`src/rtl/hopn_pipe.sv`:
```
// N-hop valid-qualified register pipeline with per-stage clears, global stall,
// a selectable tap, occupancy tracking and a saturating count of cleared tokens.
module hopn_pipe #(
  parameter int WIDTH  = 8,
  parameter int DEPTH  = 4,
  parameter int DROP_W = 8
) (
  input  logic              clock0,
  input  logic              rst1,
  input  logic [DEPTH-1:0]  stage_clr,
  input  logic              en,
  input  logic [WIDTH-1:0]  start,
  input  logic              in_valid,
  output logic [WIDTH-1:0]  ff_out,
  output logic              out_valid,
  input  logic [3:0]        tap_sel,
  output logic [WIDTH-1:0]  tap_data,
  output logic              tap_valid,
  output logic              tap_err,
  output logic [4:0]        occ,
  output logic [DROP_W-1:0] drop_cnt
);

  localparam logic [DROP_W+4:0] DROP_MAX = {5'b0, {DROP_W{1'b1}}};

  function automatic logic [DROP_W-1:0] sat_add(input logic [DROP_W-1:0] a,
                                                input logic [4:0]        b);
    logic [DROP_W+4:0] sum;
    sum = {5'b0, a} + {{DROP_W{1'b0}}, b};
    if (sum > DROP_MAX) sat_add = DROP_MAX[DROP_W-1:0];
    else                sat_add = sum[DROP_W-1:0];
  endfunction

  function automatic logic [4:0] popcount(input logic [DEPTH-1:0] v);
    logic [4:0] c;
    c = '0;
    for (int i = 0; i < DEPTH; i++) c = c + {4'b0, v[i]};
    return c;
  endfunction

  logic [WIDTH-1:0]  data_q [DEPTH];
  logic [WIDTH-1:0]  data_d [DEPTH];
  logic [DEPTH-1:0]  v_q, v_d;
  logic [4:0]        occ_q, occ_d;
  logic [DROP_W-1:0] drop_q, drop_d;

  logic [WIDTH-1:0]  prev_data [DEPTH];
  logic [DEPTH-1:0]  prev_v;
  logic [4:0]        ndrop;

  // Source of each stage on an advance: start/in_valid for stage 0, the
  // pre-edge upstream stage otherwise.
  always_comb begin
    prev_data    = '{default: '0};
    prev_v       = '0;
    prev_data[0] = start;
    prev_v[0]    = in_valid;
    for (int i = 1; i < DEPTH; i++) begin
      prev_data[i] = data_q[i-1];
      prev_v[i]    = v_q[i-1];
    end
  end

  // A cleared stage drops whatever token would have occupied it after the edge.
  always_comb begin
    data_d = data_q;
    v_d    = v_q;
    ndrop  = '0;
    for (int i = 0; i < DEPTH; i++) begin
      if (stage_clr[i]) begin
        data_d[i] = '0;
        v_d[i]    = 1'b0;
        if (en ? prev_v[i] : v_q[i]) ndrop = ndrop + 5'd1;
      end else if (en) begin
        data_d[i] = prev_data[i];
        v_d[i]    = prev_v[i];
      end
    end
    occ_d  = popcount(v_d);
    drop_d = sat_add(drop_q, ndrop);
  end

  always_ff @(posedge clock0) begin
    if (rst1) begin
      for (int i = 0; i < DEPTH; i++) data_q[i] <= '0;
      v_q    <= '0;
      occ_q  <= '0;
      drop_q <= '0;
    end else begin
      for (int i = 0; i < DEPTH; i++) data_q[i] <= data_d[i];
      v_q    <= v_d;
      occ_q  <= occ_d;
      drop_q <= drop_d;
    end
  end

  always_comb begin
    tap_data  = '0;
    tap_valid = 1'b0;
    tap_err   = 1'b1;
    for (int i = 0; i < DEPTH; i++) begin
      if (tap_sel == 4'(i)) begin
        tap_data  = data_q[i];
        tap_valid = v_q[i];
        tap_err   = 1'b0;
      end
    end
  end

  assign ff_out    = data_q[DEPTH-1];
  assign out_valid = v_q[DEPTH-1];
  assign occ       = occ_q;
  assign drop_cnt  = drop_q;

endmodule
```
`config.mk`:
```
export PLATFORM = sky130hd
export DESIGN_NAME = hopn_pipe
export DESIGN_NICKNAME = d
export VERILOG_FILES = /design/src/rtl/hopn_pipe.sv
export SDC_FILE = /design/constraint.sdc
export NUM_CORES = 1
export LEC_CHECK = 0
export CORE_MARGIN = 2
export CORE_UTILIZATION = 45
export DETAILED_ROUTE_END_ITERATION = 10
export HOLD_SLACK_MARGIN = 0.06
export PLACE_DENSITY = 0.8
export SYNTH_ARGS = -nofsm -noshare
export SYNTH_HDL_FRONTEND = slang
export SYNTH_SLANG_ARGS = --single-unit
```
`constraint.sdc`:
```
create_clock -name clock0 -period 5.6 [get_ports clock0]
set_clock_uncertainty 0.05 [all_clocks]
set_input_delay 0.84 -clock clock0 [delete_from_list [all_inputs] [get_ports clock0]]
set_output_delay 0.84 -clock clock0 [all_outputs]
set_load 0.05 [all_outputs]
```
==> results of run 1 <==
-- stage by stage --
step / power [uW] / hold slack (ps)
2_1_floorplan: 396 / 427
3_3_place_gp: 419 / 448
3_5_place_dp: 420 / 458
4_1_cts: 677 / 482
5_1_grt: 692 / 507
6_report: 669 / 471
-- layout by cell type (no fill, tap or decap), types with 2 or more instances in the layout --
cell type         n
clkdlybuf4s50_1  48
dfxtp_1          47
nor2_1           39
mux2i_1          37
nor2b_1          15
mux4_2            9
ha_1              9
inv_1             8
or2_2             8
a21oi_1           6
clkbuf_8          5
nand3b_1          3
xor2_1            3
nand2b_1          2
mux2_2            2
xnor2_1           2
o21ai_0           2
nor3_1            2
fa_1              2
conb_1            2
-- cells by family after synthesis --
group           after synthesis
mux                          49
other cells                   1
simple gates                 75
fa+ha+maj                    11
xor+xnor                      5
flops                        47
compound gates               19
buf+inv                      30
-- synth_stat cells, drive strengths merged, types with 2 or more instances --
master,count
nor3,2
clkbuf,6
inv,8
buf,16
or2,8
mux2,3
nor2,39
nor2b,15
a21oi,6
dfxtp,47
ha,9
mux4,9
fa,2
xor2,3
nand2b,3
mux2i,37
o21ai,3
nand3b,3
xnor2,2
-- critical path: cells and delay by family --
family	cells	cell delay, ps
AOI/OAI and AO/OA	4	870
xor gates and xnor gates	1	160
adders and majority gates	4	1080
buffers and inverters	1	410
muxes	2	610
and+or+nand+nor	4	420
-- path summary, 6_finish.rpt --
check	to	slack, ps	cells past startpoint	startpoint
min reg2reg	ff_out[5]	470	2	ff_out[5]
max	drop_cnt[5]	1350	16	in_valid
min	ff_out[5]	470	2	ff_out[5]
max reg2reg	drop_cnt[5]	1970	15	v_q[0]
-- sequential cells by signal, summed over array words and instances, names as in the netlist --
| name | flops |
|---|---|
| occ | 3 |
| v_q | 4 |
| drop_cnt | 8 |
| ff_out | 8 |
| data_q | 24 |
-- power by group through the flow --
stage	Sequential, uW	Clock [uW]	Combinational (uW)
detailed placement	348	0	71.3
finish	341	258	70.6
global placement	348	0	70.3
global route	341	274	76.9
floorplan	352	0	43.5
CTS	341	265	71.8
-- final cells by class --
type	count	area (sq um)
Multi-Input combinational cell	161	1320
Clock inverter	3	46.3
Sequential cell	47	941
Inverter	8	30.0
Tap cell	70	87.6
Timing Repair Buffer	50	493
Fill cell	485	2150
Clock buffer	5	68.8
-- metal layers --
layer	GRT usage (%)	routed length, microns
met1	22.1	2220
met2	27.7	2310
met4	7.14	99
met5	0	0
met3	3.95	164
==> flow_metrics.py, run 1 <==
metrics = {
    "detailed_routing": {
        "first_pass_iters": 4,
        "wl_per_cell_microns": 13.9,
        "vias": 1762,
        "routed_wl_mm": 4.79,
        "vias_per_cell": 5.12,
        "drc": 0,
        "drt_iter0_drc": 95,
        "ant_nets": 0,
    },
    "logic_synthesis": {
        "syn_avg_cell_area_sq_um": 10.2,
        "synth_cell_types": 39,
        "yosys_most_used_dff": "dfxtp_1",
        "synth_area_sq_um": 2420,
        "synth_edf_count": 0,
        "synth_compound_area_share_pct": 5.37,
        "synth_area_leaders": "dfxtp_1 (39%), mux2i_1 (15%), mux4_2 (8.4%)",
        "synthXorXnorAreaFrac_pct": 1.81,
        "synth_top_cell_by_area": "dfxtp_1",
        "ys_seq_area_share_pct": 38.9,
        "yosysTopAreaCellShare_pct": 38.9,
        "netlist_instances": 237,
        "synthArstFlopShare_pct": 0,
        "synth.area.mux_share_pct": 25.2,
        "synth_top_family_by_area": "multiplexers",
        "post_synth_fa_ha_maj_area_fraction_pct": 6.30,
        "synth-simple-area-share_pct": 15.7,
        "yosysWarningCount": 0,
        "synth_seq_cells": 47,
    },
    "layout": {
        "final_core_util_pct": 58.2,
        "areaGrowthSynthToFinish_pct": 23.5,
        "fin_area_sq_um": 2990,
        "antenna_cells": 0,
        "drive_gt1_share_pct": 12.0,
        "num-nets-final": 304,
        "layout.cells.non_filler": 344,
    },
    "grt": {
        "grt_usage_pct": 17.1,
        "grt_first_pass_wirelength_mm": 8.19,
        "grt_max_degree": 33,
        "overflow": 0,
        "grt_pass1_vias": 1716,
        "antenna_found_initial": 0,
    },
    "floorplan": {
        "fp-row-count": 26,
        "start_util_pct": 47.1,
        "die_w_microns": 77.4,
        "ios": 52,
        "dieArea_sq_um": 5980,
        "core_area_sq_um": 5140,
        "chipHeight_microns": 77.4,
    },
    "clock_network": {
        "clk_pin_slew_ps": 90,
        "cts-root-buf": "clkbuf_8",
        "cts_inserted_buffers": 5,
        "cts_setup_buffers": 0,
        "insertion_delay_ps": 310,
        "cts_tree": "yes",
        "holdBufCountCts": 0,
        "post_cts_resized": 0,
        "clk_path_buf_depth": 2,
        "cts_sinks": 47,
        "h-tree-depth": 2,
    },
    "timing": {
        "finalCritPeriodShare_pct": 76.0,
        "fin_tns_setup_ps": 0,
        "rsz0062_at_grt": "false",
        "worst_slew_pin_slew_ps": 593,
        "finalSetupViolCount": 0,
        "report.final.hold_viol_count": 0,
        "period_needed_ps": 4250,
        "slew-limit-headroom_pct": 60.3,
        "setup_ws_ps": 1350,
        "fmax_mhz": 235,
        "finalMaxSlewViolations": 0,
    },
    "placed_design": {
        "dpl.hpwl_mm": 3.37,
        "placed_cell_area_sq_um": 2880,
        "port_buffers": 49,
        "pre_cts_slack_ps": 1040,
        "gp_congestion": 0.750,
        "placed_cells": 336,
    },
    "pwr": {
        "seqPwrFrac_pct": 50.9,
        "net-switching-power_uw": 164,
        "p_per_area_nw_per_um2": 224,
        "power.clock.fraction_pct": 38.5,
        "pwr-share-comb_pct": 10.5,
        "max-vdd-ir-drop_v": 0.000135,
        "p_int_uw": 505,
        "swShare_pct": 24.5,
        "leakage_uw": 0.00122,
    },
    "worst_setup_path": {
        "cp-start-kind": "input port",
        "crit_path_cell_trace": "clkdlybuf4s50_1 > mux2i_1 > nor2b_1 > ha_1 > nand2_1 > o21ai_2 > ha_1 > mux2_4 > ha_1 > nand3b_1 > xor2_1 > ha_1 > nor2b_1 > o21a_1 > o21ai_0 > a31oi_1",
        "critPathMaxFanout": 5,
        "cp_data_required_time_ps": 5720,
        "slowest_delay_ps": 430,
        "cp_slowest_cell": "o21ai_0",
        "critPathKind": "input port to register",
        "crit_path_frequent_cell": "ha_1",
        "cp-end-kind": "register",
        "arrival_ps": 4380,
    },
    "run": {
        "max_cap_violations": 0,
    },
    "min_path": {
        "hold_class": "register to register",
    },
    "status": {
        "status": "finished, final reports clean",
    },
}
Power figures use the tool's default switching activity.
==> run 2: changes to the inputs <==
--- a/config.mk
+++ b/config.mk
@@ -9,7 +9,7 @@
 export CORE_UTILIZATION = 45
 export DETAILED_ROUTE_END_ITERATION = 10
 export HOLD_SLACK_MARGIN = 0.06
-export PLACE_DENSITY = 0.8
+export PLACE_DENSITY = 0.83
 export SYNTH_ARGS = -nofsm -noshare
 export SYNTH_HDL_FRONTEND = slang
 export SYNTH_SLANG_ARGS = --single-unit
==> constraint.sdc (replaced) <==
create_clock -name clock0 -period 3.5 [get_ports clock0]
set_clock_uncertainty 0.05 [all_clocks]
set_input_delay 0.525 -clock clock0 [delete_from_list [all_inputs] [get_ports clock0]]
set_output_delay 0.525 -clock clock0 [all_outputs]
set_load 0.05 [all_outputs]
==> run 2 against run 1 <==
Core utilization increased by 3.4 points. Clock power increased by 35%. Sequential power increased by 60%. Non-clock buffer count increased by 14. Cell area increased by 5.8%. Via count increased by 2.7%. First-iteration DRC count increased by 18%. Setup slack got worse by 1200 ps. Register-to-register slack got worse by 1800 ps. Sequential share of layout area decreased by 1.7 points. Critical path depth unchanged. Critical endpoint is now drop_cnt[6].
==> flow_metrics.py, run 2 (same netlist as run 1, synthesis figures left out) <==
metrics = {
    "grt": {
        "use_met1_pct": 21.2,
        "use_met3_pct": 4.07,
        "grt_pass1_vias": 1782,
        "grt_first_pass_wirelength_mm": 8.31,
        "overflow": 0,
        "met2_usage_pct": 30.9,
        "busiest_layer": "met2",
        "antenna_found_initial": 0,
        "grt_max_degree": 35,
        "grt_usage_pct": 17.7,
    },
    "detailed_routing": {
        "drt_iter0_drc": 112,
        "first_pass_iters": 4,
        "wl_per_cell_microns": 14.6,
        "ant_nets": 0,
        "vias": 1810,
        "drc": 0,
        "vias_per_cell": 5.06,
        "routed_wl_mm": 5.21,
    },
    "layout": {
        "num-nets-final": 318,
        "drive_gt1_share_pct": 23.6,
        "areaGrowthSynthToFinish_pct": 30.6,
        "mostFrequentLayoutCells": "dfxtp_1 (47), nor2_1 (39), clkdlybuf4s50_1 (38), mux2i_1 (35), buf_4 (23)",
        "regMostFlops": "data_q",
        "final_common_cell": "dfxtp_1",
        "antenna_cells": 0,
        "layout.cells.non_filler": 358,
        "largest_reg_flops": 24,
    },
    "timing": {
        "report.final.hold_viol_count": 0,
        "finalMaxSlewViolations": 0,
        "fmax_mhz": 297,
        "period_needed_ps": 3360,
        "finalSetupViolCount": 0,
        "setup_ws_ps": 135,
        "rsz0062_at_grt": "false",
        "finalCritPeriodShare_pct": 96.1,
        "slew-limit-headroom_pct": 62.0,
        "worst_slew_pin_slew_ps": 568,
    },
    "worst_setup_path": {
        "arrival_ps": 3500,
        "cp-end-kind": "register",
        "cp_data_required_time_ps": 3640,
        "crit_path_frequent_cell": "ha_4",
        "critPathKind": "input port to register",
        "crit_path_cell_trace": "dlygate4sd2_1 > mux2i_4 > nor2b_4 > ha_4 > nand2_2 > o21ai_4 > ha_4 > mux2_4 > ha_4 > nand3b_1 > xor2_1 > ha_1 > nor2b_2 > o21a_1 > o211ai_1 > mux2_4",
        "cp-start-kind": "input port",
        "critPathMaxFanout": 3,
        "slowest_delay_ps": 320,
        "cp_slowest_cell": "mux2_4",
    },
    "clock_network": {
        "h-tree-depth": 2,
        "clk_path_buf_depth": 2,
        "cts_inserted_buffers": 5,
        "cts_tree": "yes",
        "insertion_delay_ps": 300,
        "cts_setup_buffers": 0,
        "cts-root-buf": "clkbuf_8",
        "clk_pin_slew_ps": 90,
        "cts_sinks": 47,
        "holdBufCountCts": 0,
    },
    "floorplan": {
        "dieArea_sq_um": 5980,
        "fp-row-count": 26,
        "start_util_pct": 47.1,
        "die_w_microns": 77.4,
        "core_area_sq_um": 5140,
        "chipHeight_microns": 77.4,
        "ios": 52,
    },
    "pwr": {
        "seqPwrFrac_pct": 53.3,
        "max-vdd-ir-drop_v": 0.000176,
        "net-switching-power_uw": 259,
        "power.clock.fraction_pct": 34.1,
        "swShare_pct": 25.3,
        "pwr-share-comb_pct": 12.6,
        "p_int_uw": 764,
        "p_per_area_nw_per_um2": 323,
        "leakage_uw": 0.00132,
    },
    "min_path": {
        "hold_class": "register to register",
    },
    "placed_design": {
        "placed_cells": 350,
        "pre_cts_slack_ps": -478,
        "gp_congestion": 0.836,
        "port_buffers": 49,
        "dpl.hpwl_mm": 3.66,
    },
    "status": {
        "status": "finished, final reports clean",
    },
    "run": {
        "max_cap_violations": 0,
    },
}
[run 2: area by class of cell]
cell class	instances	area [sq um]
Sequential cell	47	941
Fill cell	457	1980
Tap cell	70	87.6
Clock buffer	6	82.6
Timing Repair Buffer	64	586
Multi-Input combinational cell	161	1420
Inverter	8	30.0
Clock inverter	2	16.3
[run 2: worst paths after layout]
kind	from	endpoint	slack [ps]	depth (start not counted)
max	in_valid	drop_cnt[6]	140	16
min	data_q[25]	data_q[17]	470	2
max reg2reg	v_q[0]	drop_cnt[6]	210	15
min reg2reg	data_q[25]	data_q[17]	470	2
[run 2: through the flow]
| stage | instance area [sq um] | TNS (ps) | util, % | power [uW] | hold slack [ps] |
|---|---|---|---|---|---|
| 2_1_floorplan | 2470 | -422 | - | 637 | 427 |
| 3_3_place_gp | 2990 | -2120 | 58.2 | 678 | 443 |
| 3_5_place_dp | 2990 | -3210 | 58.2 | 681 | 458 |
| 4_1_cts | 3100 | 0 | 60.2 | 1030 | 478 |
| 5_1_grt | 3160 | 0 | 61.5 | 1070 | 502 |
| 6_report | 3160 | 0 | 61.5 | 1020 | 475 |
[run 2: routing by layer]
| layer | vias up | routed length, microns |
|---|---|---|
| met2 | 34 | 2610 |
| met4 | 0 | 49 |
| met1 | 875 | 2350 |
| met5 | - | 0 |
| li1 | 899 | - |
| met3 | 2 | 202 |
[run 2: critical path, delay by kind of cell]
family	cells	cell delay [ps]
adder cells (fa/ha/maj)	4	900
multiplexers	3	780
AO/OA/AOI/OAI	3	520
AND/OR/NAND/NOR	4	350
buffers and inverters	1	260
XOR/XNOR	1	160
[run 2: power by group through the flow]
stage | Combinational, uW | Sequential (uW) | Clock (uW)
after floorplan | 73.5 | 564 | 0
after detailed placement | 123 | 558 | 0
after CTS | 124 | 545 | 357
after global placement | 121 | 558 | 0
final | 129 | 545 | 349
after global routing | 138 | 546 | 383
[run 2: what timing repair did]
item                       4_1_cts  5_1_grt
pin swaps                        5        6
resized for setup                3       16
setup endpoints to repair        8        8
gates cloned                     0        0
